[src/rtl/wb_stage.sv]
// Write-back stage feeding the register file write port. ALU results retire in one
// cycle; loads park in WAIT_MEM until data arrives or the bounded wait expires.
module wb_stage #(
  parameter int DSIZE   = 32,
  parameter int ASIZE   = 5,
  parameter int TIMEOUT = 16
) (
  input  logic             clk,
  input  logic             rst,
  input  logic             in_valid,
  output logic             in_ready,
  input  logic             in_is_load,
  input  logic [ASIZE-1:0] in_rd,
  input  logic [DSIZE-1:0] in_alu_result,
  input  logic             mem_rvalid,
  input  logic [DSIZE-1:0] mem_rdata,
  output logic             wen,
  output logic [ASIZE-1:0] waddr,
  output logic [DSIZE-1:0] wdata,
  output logic             pend_valid,
  output logic [ASIZE-1:0] pend_addr,
  output logic             err
);

  typedef enum logic {IDLE, WAIT_MEM} state_t;

  localparam logic [7:0] CNT_LAST = 8'(TIMEOUT - 1);
  localparam logic [7:0] CNT_MAX  = 8'hFF;

  state_t           state_reg, state_next;
  logic [7:0]       cnt_reg, cnt_next;
  logic [ASIZE-1:0] pend_reg, pend_next;
  logic             err_reg, err_next;
  logic             wen_reg, wen_next;
  logic [ASIZE-1:0] waddr_reg, waddr_next;
  logic [DSIZE-1:0] wdata_reg, wdata_next;
  logic             accept;

  assign in_ready   = (state_reg == IDLE);
  assign accept     = in_valid && in_ready;
  assign pend_valid = (state_reg == WAIT_MEM);
  assign pend_addr  = pend_reg;
  assign err        = err_reg;
  assign wen        = wen_reg;
  assign waddr      = waddr_reg;
  assign wdata      = wdata_reg;

  always_ff @(posedge clk) begin
    if (rst) begin
      state_reg <= IDLE;
      cnt_reg   <= '0;
      pend_reg  <= '0;
      err_reg   <= 1'b0;
      wen_reg   <= 1'b0;
      waddr_reg <= '0;
      wdata_reg <= '0;
    end else begin
      state_reg <= state_next;
      cnt_reg   <= cnt_next;
      pend_reg  <= pend_next;
      err_reg   <= err_next;
      wen_reg   <= wen_next;
      waddr_reg <= waddr_next;
      wdata_reg <= wdata_next;
    end
  end

  always_comb begin
    state_next = state_reg;
    cnt_next   = cnt_reg;
    pend_next  = pend_reg;
    err_next   = err_reg;
    wen_next   = 1'b0;
    waddr_next = waddr_reg;
    wdata_next = wdata_reg;
    case (state_reg)
      IDLE: begin
        if (accept) begin
          if (in_is_load) begin
            state_next = WAIT_MEM;
            pend_next  = in_rd;
            cnt_next   = '0;
          end else if (in_rd != '0) begin
            wen_next   = 1'b1;
            waddr_next = in_rd;
            wdata_next = in_alu_result;
          end
        end
      end
      WAIT_MEM: begin
        // Arriving data takes priority over an expiring wait.
        if (mem_rvalid) begin
          state_next = IDLE;
          if (pend_reg != '0) begin
            wen_next   = 1'b1;
            waddr_next = pend_reg;
            wdata_next = mem_rdata;
          end
        end else if (cnt_reg == CNT_LAST) begin
          state_next = IDLE;
          err_next   = 1'b1;
        end else if (cnt_reg != CNT_MAX) begin
          cnt_next = cnt_reg + 8'd1;
        end
      end
      default: state_next = IDLE;
    endcase
  end

endmodule

[config.mk]
export PLATFORM = sky130hd
export DESIGN_NAME = wb_stage
export DESIGN_NICKNAME = d
export VERILOG_FILES = /design/src/rtl/wb_stage.sv
export SDC_FILE = /design/constraint.sdc
export NUM_CORES = 1
export LEC_CHECK = 0
export ABC_AREA = 1
export BUFFER_PORTS_ARGS = -buffer_cell sky130_fd_sc_hd__buf_2
export CORE_MARGIN = 1
export CORE_UTILIZATION = 53
export DETAILED_ROUTE_END_ITERATION = 8
export PLACE_DENSITY = 0.86
export SLEW_MARGIN = 20
export SYNTH_ARGS = -nofsm -noshare
export SYNTH_HDL_FRONTEND = slang
export SYNTH_SLANG_ARGS = --single-unit
[constraint.sdc]
create_clock -name clk -period 3.8 [get_ports clk]
set_input_delay 0.38 -clock clk [delete_from_list [all_inputs] [get_ports clk]]
set_output_delay 0.38 -clock clk [all_outputs]
set_load 0.01 [all_outputs]
Yosys cells after proc, flatten, opt, wreduce, memory -nomap -nowiden
Cells that the tools add are included.
- equal/unequal tests: 11
- add/sub/neg operators: 1
- reduce and logical (&&, ||, !) cells: 7
- bitwise logic cells: 2
- mux-type cells: 29
- operators by type and width (cell ; count):
    two-way mux 32 bit ; 5
    case mux 32 bit (2 select lines) ; 1
    two-way mux 8 bit ; 5
    two-way mux 5 bit ; 5
    case mux 8 bit (2 select lines) ; 1
    != test 2 x 1 -> 1 bit, second input constant ; 5
    case mux 5 bit (2 select lines) ; 1
    AND reduction 5 bit ; 2
    nonzero test 5 bit ; 2
    two-way mux 1 bit ; 9
    adder 8 x 1 -> 8 bit, second input constant ; 1
    == test 8 x 4 -> 1 bit, second input constant ; 1
    != test 2 bit, second input constant ; 4
    != test 8 bit, second input constant ; 1
    AND reduction 3 bit ; 2
    case mux 1 bit (2 select lines) ; 2
    NOT 1 bit ; 2
    logical AND 1 bit ; 1
- register bits: 53
- bits of input ports: 74

Depth between registers and ports, before layout
Gate-level depths: netlist of the first run.
- depth after elaboration: 5
- depth in mapped cells: 10
- mapped depth without buffers: 9

Least setup slack after synthesis of the first run
No wires, ideal clock.
- kind: register to register
- start point: register state_reg, in the netlist pend_valid
- end point: register wdata_reg[10], in the netlist wdata[10]
- path buffers: 3
- period minus slack after synthesis: 1.299 ns
- setup time: 0.115 ns
- slack: 2.501 ns
- required time: 3.685 ns
- arrival: 1.184 ns
- stages on the path, launching flop included: 8
- cell sequence: dfxtp_1 buf_6 nand2_1 o21bai_4 buf_6 buf_6 a21oi_1 nor2_1
- word-level cells in the longest chain between the ends: 4
- ends and longest elaborated chain (element ; line ; source):
    start: declaration ; 30 ; state_t state_reg, state_next;
    start signal: assignment ; 58 ; state_reg <= state_next;
    NOT 1 bit (no source line) ; - ;
    logical AND 1 bit ; 40 ; assign accept = in_valid && in_ready;
    != test 2 x 1 -> 1 bit (no source line) ; - ;
    AND reduction 5 bit (no source line) ; - ;
    end signal: assignment ; 64 ; wdata_reg <= wdata_next;
    end: declaration ; 36 ; logic [DSIZE-1:0] wdata_reg, wdata_next;
Parallel ways exist; a longest one is shown, timed or not.
A chain may end at the register's enable or synchronous reset.

Worst setup path after layout of the first run
- start point: register state_reg, in the netlist pend_valid
- end point: register wdata_reg[5], in the netlist wdata[5]
The elaborated chain is that of the path after synthesis.

==> results by group, run 1 <==
Critical path
  • R2r endpoint: wdata[5]
  • Critical R2R Launch: pend_valid
  • Arr. time, crit path: 2680 ps
  • Worst EP required: 4000 ps
  • Crit path max-delay cell type: nand3_2
  • Worst Path Max Fanout: 50
  • R2r setup slk: 1320 ps
  • Crit path buf inv count: 1
  • R2R cell count: 5
  • Top delay family on crit path: simple AND/OR/NAND/NOR gates
  • CP endpoint kind: register
  • Startpoint class of the critical path: register
  • Max incr delay on CP: 780 ps
  • WS Path Type: register to register
  • Crit path cell chain: nor2_8, nand3_2, buf_4, a21oi_1, nor2_1
  • WP depth: 5

Synth
  • Syn_nets: 561
  • Mapped Cells: 486
  • Synth warnings: 0
  • Share of the synthesized area in the top cell type: 35.04%
  • Post-Synthesis Cell Area: 3028 µm²
  • EDFF count, synth: 0
  • Synth async-reset ratio: 0%
  • Top post-synthesis cells by area: dfxtp_1 (35%), nand2_1 (21%), a21oi_1 (8.4%), nor2_1 (6.9%), nand3_1 (6.8%)
  • Register bit count reported by yosys: 53
  • Cell accounting for the most synthesized area: dfxtp_1
  • Register area share after synthesis: 35.04%
  • Synth Flop Type: dfxtp_1
  • Syn_area_per_cell: 6.230 µm²
  • Distinct cell type count after synthesis: 23

Routing
  • Via count: 3250
  • Post-Route WL: 7066 µm
  • Pre-antenna DRT Iters: 4
  • Vias per cell: 4.939
  • Wire length on met1: 3327 µm
  • DRC: 0
  • Routed length on met2: 3169 µm
  • DR top layer: met4
  • Routed len/inst: 10.74 µm
  • Post-DRT Antenna Nets: 0
  • Starting DRT DRC Count: 141
  • Metal3 WL: 461 µm

Cells and area
  • # diodes: 0
  • Layout cell share with drive strength beyond 1: 25.43%
  • Area grow syn2layout: 20.54%
  • Max reg flops: 32
  • Final #Nets: 660

Die
  • Number of I/O pins: 120
  • Core ar.: 5507 µm²
  • Die Ht: 77.59 µm
  • Die ar.: 6019 µm²
  • Die Span X: 77.59 µm
  • Initial Util: 54.99%
  • Site Rows: 27

GRT
  • First-pass GRT wire length: 11580 µm
  • Largest net degree at the start of global routing: 76
  • Initial antenna violation count: 0
  • Overall routing resource usage: 23.29%
  • Vias in the first global route: 2710
  • Total gr overflow: 0

Hold path
  • Hold path start: in_rd[0]
  • Worst min path class: input port to register
  • Hold path cells: 3
  • Hold Path End: pend_addr[0]

Clock tree
  • Postcts setup bufs: 0
  • Clock Sinks: 53
  • Post-CTS Hold Buffers: 0
  • TritonCTS clock tree: built
  • Clock buffer depth: 2
  • Resized Gates After CTS: 0
  • Clk slew on worst S/H paths: 100 ps
  • CTS buffer count: 5
  • CTS H-tree lvls: 2
  • Root buffer cell: clkbuf_8
  • Worst-skew pair later-pin latency: 300 ps

Timing
  • Slew Limit Fails: 0
  • Post-layout minimum cycle time: 2479 ps
  • Final setup viols: 0
  • Rel. slew slack: 32.83%
  • Final period util: 65.23%
  • Worst-margin pin slew: 1006 ps
  • RSZ-0062 raised after global routing: no
  • Fmax achieved: 0.4034 GHz
  • Fin. Hold Viols: 0
  • Layout Skew: 6.465 ps
  • Fin Hold WS: 372.3 ps
  • Sum Neg Setup Slack: 0 ps

Power and ir drop
  • Switch share: 29.64%
  • Sw Pwr: 0.0003709 W
  • Leakage: 2.067 nW
  • Flop pwr share: 49.9%
  • Pwr/cell area: 342.8 nW/µm²
  • Peak supply drop: 0.2025 mV
  • Int Pwr: 0.0008802 W
  • Clk pwr share: 27.7%
  • Logic pwr share: 22.4%

Placed design
  • Final Wtd Congestion: 0.8919
  • DP HPWL: 4981 µm
  • Buffers on Ports: 119

Status
  • Status: completed

Job
  • Max-Cap Viols: 0
[Yosys cell counts, types with 2 or more instances]
cell and count:
dfxtp_1 53, buf_2 10, nor2_1 56, nand3_2 11
clkbuf_1 11, nand2_1 168, buf_4 2, nand2_2 2
o21ai_0 7, nand4_1 3, inv_1 54, nand3_1 41
a21oi_1 51, buf_6 8
[worst min-delay path: stages]
cell     delay (ps)
buf_2           120
nand3_1          80
a21oi_1          60
[power by group through the flow]
stage	Sequential, W	Combinational (W)	Clock [W]
floorplan	0.000647	0.000169	0
global placement	0.000637	0.000273	0
detailed placement	0.000637	0.000280	0
CTS	0.000625	0.000281	0.000350
global route	0.000631	0.000318	0.000377
finish	0.000625	0.000280	0.000347
[per-stage QoR]
stage / cell area [µm²] / total power, W / cells / util (%) / setup WS [ps]
floorplan: 3028 / 0.0008161 / 486 / - / 2501
global placement: 3548 / 0.0009097 / 650 / 64.44 / 1388
detailed placement: 3548 / 0.0009174 / 650 / 64.44 / 1339
CTS: 3650 / 0.001256 / 658 / 66.28 / 1322
global route: 3650 / 0.001326 / 658 / 66.28 / 1092
finish: 3650 / 0.001251 / 658 / 66.28 / 1321
[cells in the final DEF (no fill, tap or decap), types with 2 or more instances in the layout]
| master | synthesis | routed |
|---|---|---|
| clkbuf_8 | 0 | 7 |
| buf_2 | 10 | 119 |
| nand2_1 | 168 | 168 |
| o21ai_0 | 7 | 7 |
| nor2_1 | 56 | 56 |
| nand4_1 | 3 | 3 |
| nand2_2 | 2 | 2 |
| dfxtp_1 | 53 | 52 |
| nand3_1 | 41 | 41 |
| inv_1 | 54 | 54 |
| buf_4 | 2 | 4 |
| a21oi_1 | 51 | 51 |
| nand3_2 | 11 | 11 |
[metal layers]
layer | vias to the layer above | global-route usage, %
li1 | 1700 | -
met1 | 1430 | 30.37
met2 | 110 | 39.47
met3 | 10 | 3.765
met4 | 0 | 6.604
met5 | - | 0
[cell families (layout without fill, tap and decap cells)]
group	after synthesis	count (layout)	share of synthesized area, %
simple gates	284	284	40.50
buf+inv	87	187	13.43
compound gates	61	61	10.62
flops	53	53	35.04
fa+ha+maj	1	1	0.4132
[worst max-delay path by stage]
| stage | startpoint | slack [ps] | endpoint |
|---|---|---|---|
| after floorplan | pend_valid | 2500 | wdata[10] |
| after global placement | pend_valid | 1390 | cnt_reg[0] |
| after detailed placement | pend_valid | 1340 | wdata[8] |
| after CTS | pend_valid | 1320 | wdata[8] |
| after global routing | pend_valid | 1090 | wdata[4] |
| final | pend_valid | 1320 | wdata[5] |
[final cells by class]
class                      instances  area, µm²
sequential                        53       1062
tap                               72      90.09
clock inverter                     1      5.005
timing repair buffer             123      625.6
fill                             532       1857
multi-input combinational        346       1560
clock buffer                       7      96.34
inverter                          56      210.2
(Power assumes the default switching activity.)
==> inputs of run 2 (changes only) <==
--- a/config.mk
+++ b/config.mk
@@ -8,9 +8,9 @@
 export ABC_AREA = 1
 export BUFFER_PORTS_ARGS = -buffer_cell sky130_fd_sc_hd__buf_2
 export CORE_MARGIN = 1
-export CORE_UTILIZATION = 53
+export CORE_UTILIZATION = 49
 export DETAILED_ROUTE_END_ITERATION = 8
-export PLACE_DENSITY = 0.86
+export PLACE_DENSITY = 0.81
 export SLEW_MARGIN = 20
 export SYNTH_ARGS = -nofsm -noshare
 export SYNTH_HDL_FRONTEND = slang
==> constraint.sdc (replaced) <==
create_clock -name clk -period 2.49 [get_ports clk]
set_input_delay 0.249 -clock clk [delete_from_list [all_inputs] [get_ports clk]]
set_output_delay 0.249 -clock clk [all_outputs]
set_load 0.01 [all_outputs]
==> results by group, run 2 (synthesis gave the netlist of run 1 again) <==
Critical path
  • Worst EP required: 2740 ps
  • Startpoint class of the critical path: register
  • Arr. time, crit path: 1970 ps
  • Max incr delay on CP: 590 ps
  • Crit path max-delay cell type: dfxtp_2
  • Worst Path Max Fanout: 20
  • Top cell by count, worst path: nand2_1
  • Crit path cell chain: inv_2, nor2_1, nand2_1, nand2_1, nand2_1, a21oi_1
  • WS Path Type: register to register
  • CP endpoint kind: register

Die
  • Number of I/O pins: 120
  • Die ar.: 6498 µm²
  • Die Span X: 80.61 µm
  • Core ar.: 5956 µm²
  • Die Ht: 80.61 µm
  • Site Rows: 28
  • Initial Util: 50.84%

Placed design
  • Final Wtd Congestion: 0.9074
  • Buffers on Ports: 119
  • Worst slack, placed: 820.6 ps
  • Post-place instance area: 3575 µm²
  • DP HPWL: 5368 µm

Routing
  • Routed len/inst: 11.32 µm
  • Post-Route WL: 7514 µm
  • Pre-antenna DRT Iters: 4
  • Starting DRT DRC Count: 93
  • DRC: 0
  • Post-DRT Antenna Nets: 0
  • Vias per cell: 4.842
  • Via count: 3215

Clock tree
  • Root buffer cell: clkbuf_8
  • Postcts setup bufs: 0
  • TritonCTS clock tree: built
  • Clk slew on worst S/H paths: 90 ps
  • Resized Gates After CTS: 0
  • CTS H-tree lvls: 2
  • Clock buffer depth: 2
  • CTS buffer count: 5
  • Clock Sinks: 53
  • Post-CTS Hold Buffers: 0
  • Worst-skew pair later-pin latency: 320 ps

Cells and area
  • Layout cell share with drive strength beyond 1: 25.64%
  • Max reg flops: 32
  • # diodes: 0
  • Commonest cells after routing, fill and taps aside: nand2_1 (168), buf_2 (119), nor2_1 (56), inv_1 (54), dfxtp_1 (52)
  • Final Instance Area: 3662 µm²
  • Leading cell type in the layout, fill and taps excluded: nand2_1
  • Final #Nets: 663
  • Area grow syn2layout: 20.95%

Timing
  • Worst-margin pin slew: 448.9 ps
  • Final setup viols: 0
  • Post-layout minimum cycle time: 1715 ps
  • Fin. Hold Viols: 0
  • Fmax achieved: 0.5830 GHz
  • Layout Skew: 8.472 ps
  • Final period util: 68.88%
  • Fin worst setup slack: 774.8 ps
  • Rel. slew slack: 70.07%
  • RSZ-0062 raised after global routing: no
  • Slew Limit Fails: 0
  • Sum Neg Setup Slack: 0 ps

GRT
  • Total gr overflow: 0
  • Initial antenna violation count: 0
  • Vias in the first global route: 2657
  • First-pass GRT wire length: 11650 µm
  • Largest net degree at the start of global routing: 49
  • Overall routing resource usage: 22.98%

Status
  • Status: completed

Power and ir drop
  • Pwr/cell area: 511.0 nW/µm²
  • Logic pwr share: 23.3%
  • Sw Pwr: 0.0005806 W
  • Switch share: 31.02%
  • Int Pwr: 0.001291 W
  • Flop pwr share: 50.5%
  • Clk pwr share: 26.2%
  • Peak supply drop: 0.2794 mV
  • Leakage: 2.064 nW

Job
  • Max-Cap Viols: 0

Hold path
  • Worst min path class: input port to register
-- run 2: final cells by class --
cell class                 count  area (µm²)
clock buffer                   6       72.57
clock inverter                 2       15.01
fill                         588        2293
inverter                      56       210.2
multi-input combinational    346        1560
sequential                    53        1062
tap                           75       93.84
timing repair buffer         126       648.1
-- run 2: worst max-delay path, delay by kind of cell (launching register included) --
family | cells | cell delay (ps)
AND/OR/NAND/NOR | 4 | 680
flip-flops | 1 | 590
buffers and inverters | 1 | 240
AO/OA/AOI/OAI | 1 | 130
-- run 2: power by group through the flow --
| stage | Sequential, W | Clock (W) | Combinational [W] |
|---|---|---|---|
| after global routing | 0.000953 | 0.000539 | 0.000497 |
| after global placement | 0.000962 | 0 | 0.000429 |
| after CTS | 0.000944 | 0.000506 | 0.000441 |
| after floorplan | 0.000987 | 0 | 0.000258 |
| final | 0.000945 | 0.000490 | 0.000436 |
| after detailed placement | 0.000964 | 0 | 0.000439 |
-- run 2: metrics by stage --
stage          std cells  utilization (%)  power, W  hold slack, ps
2_1_floorplan        486                -  0.001245           413.3
4_1_cts              664            61.49  0.001891           217.0
3_5_place_dp         656            60.02  0.001403           454.7
6_report             664            61.49  0.001871           225.1
3_3_place_gp         656            60.02  0.001391           457.3
5_1_grt              664            61.49  0.001989           229.9
-- run 2: worst paths after layout --
kind / from / to / slack, ps / cells after the start
worst min-delay path: in_rd[0] / pend_addr[0] / 230 / 3
worst max register to register: pend_valid / cnt_reg[6] / 770 / 6
worst max-delay path: pend_valid / cnt_reg[6] / 770 / 6
worst min register to register: err / err / 470 / 2
-- run 2: layer usage --
layer	up-vias	part of all wire [%]	wire, µm	GRT usage, %
met1	1395	46	3438	28.82
met3	7	6.6	496	5.568
li1	1709	-	-	-
met2	104	46	3492	38.14
met5	-	0	0	0
met4	0	1.1	86	7.857
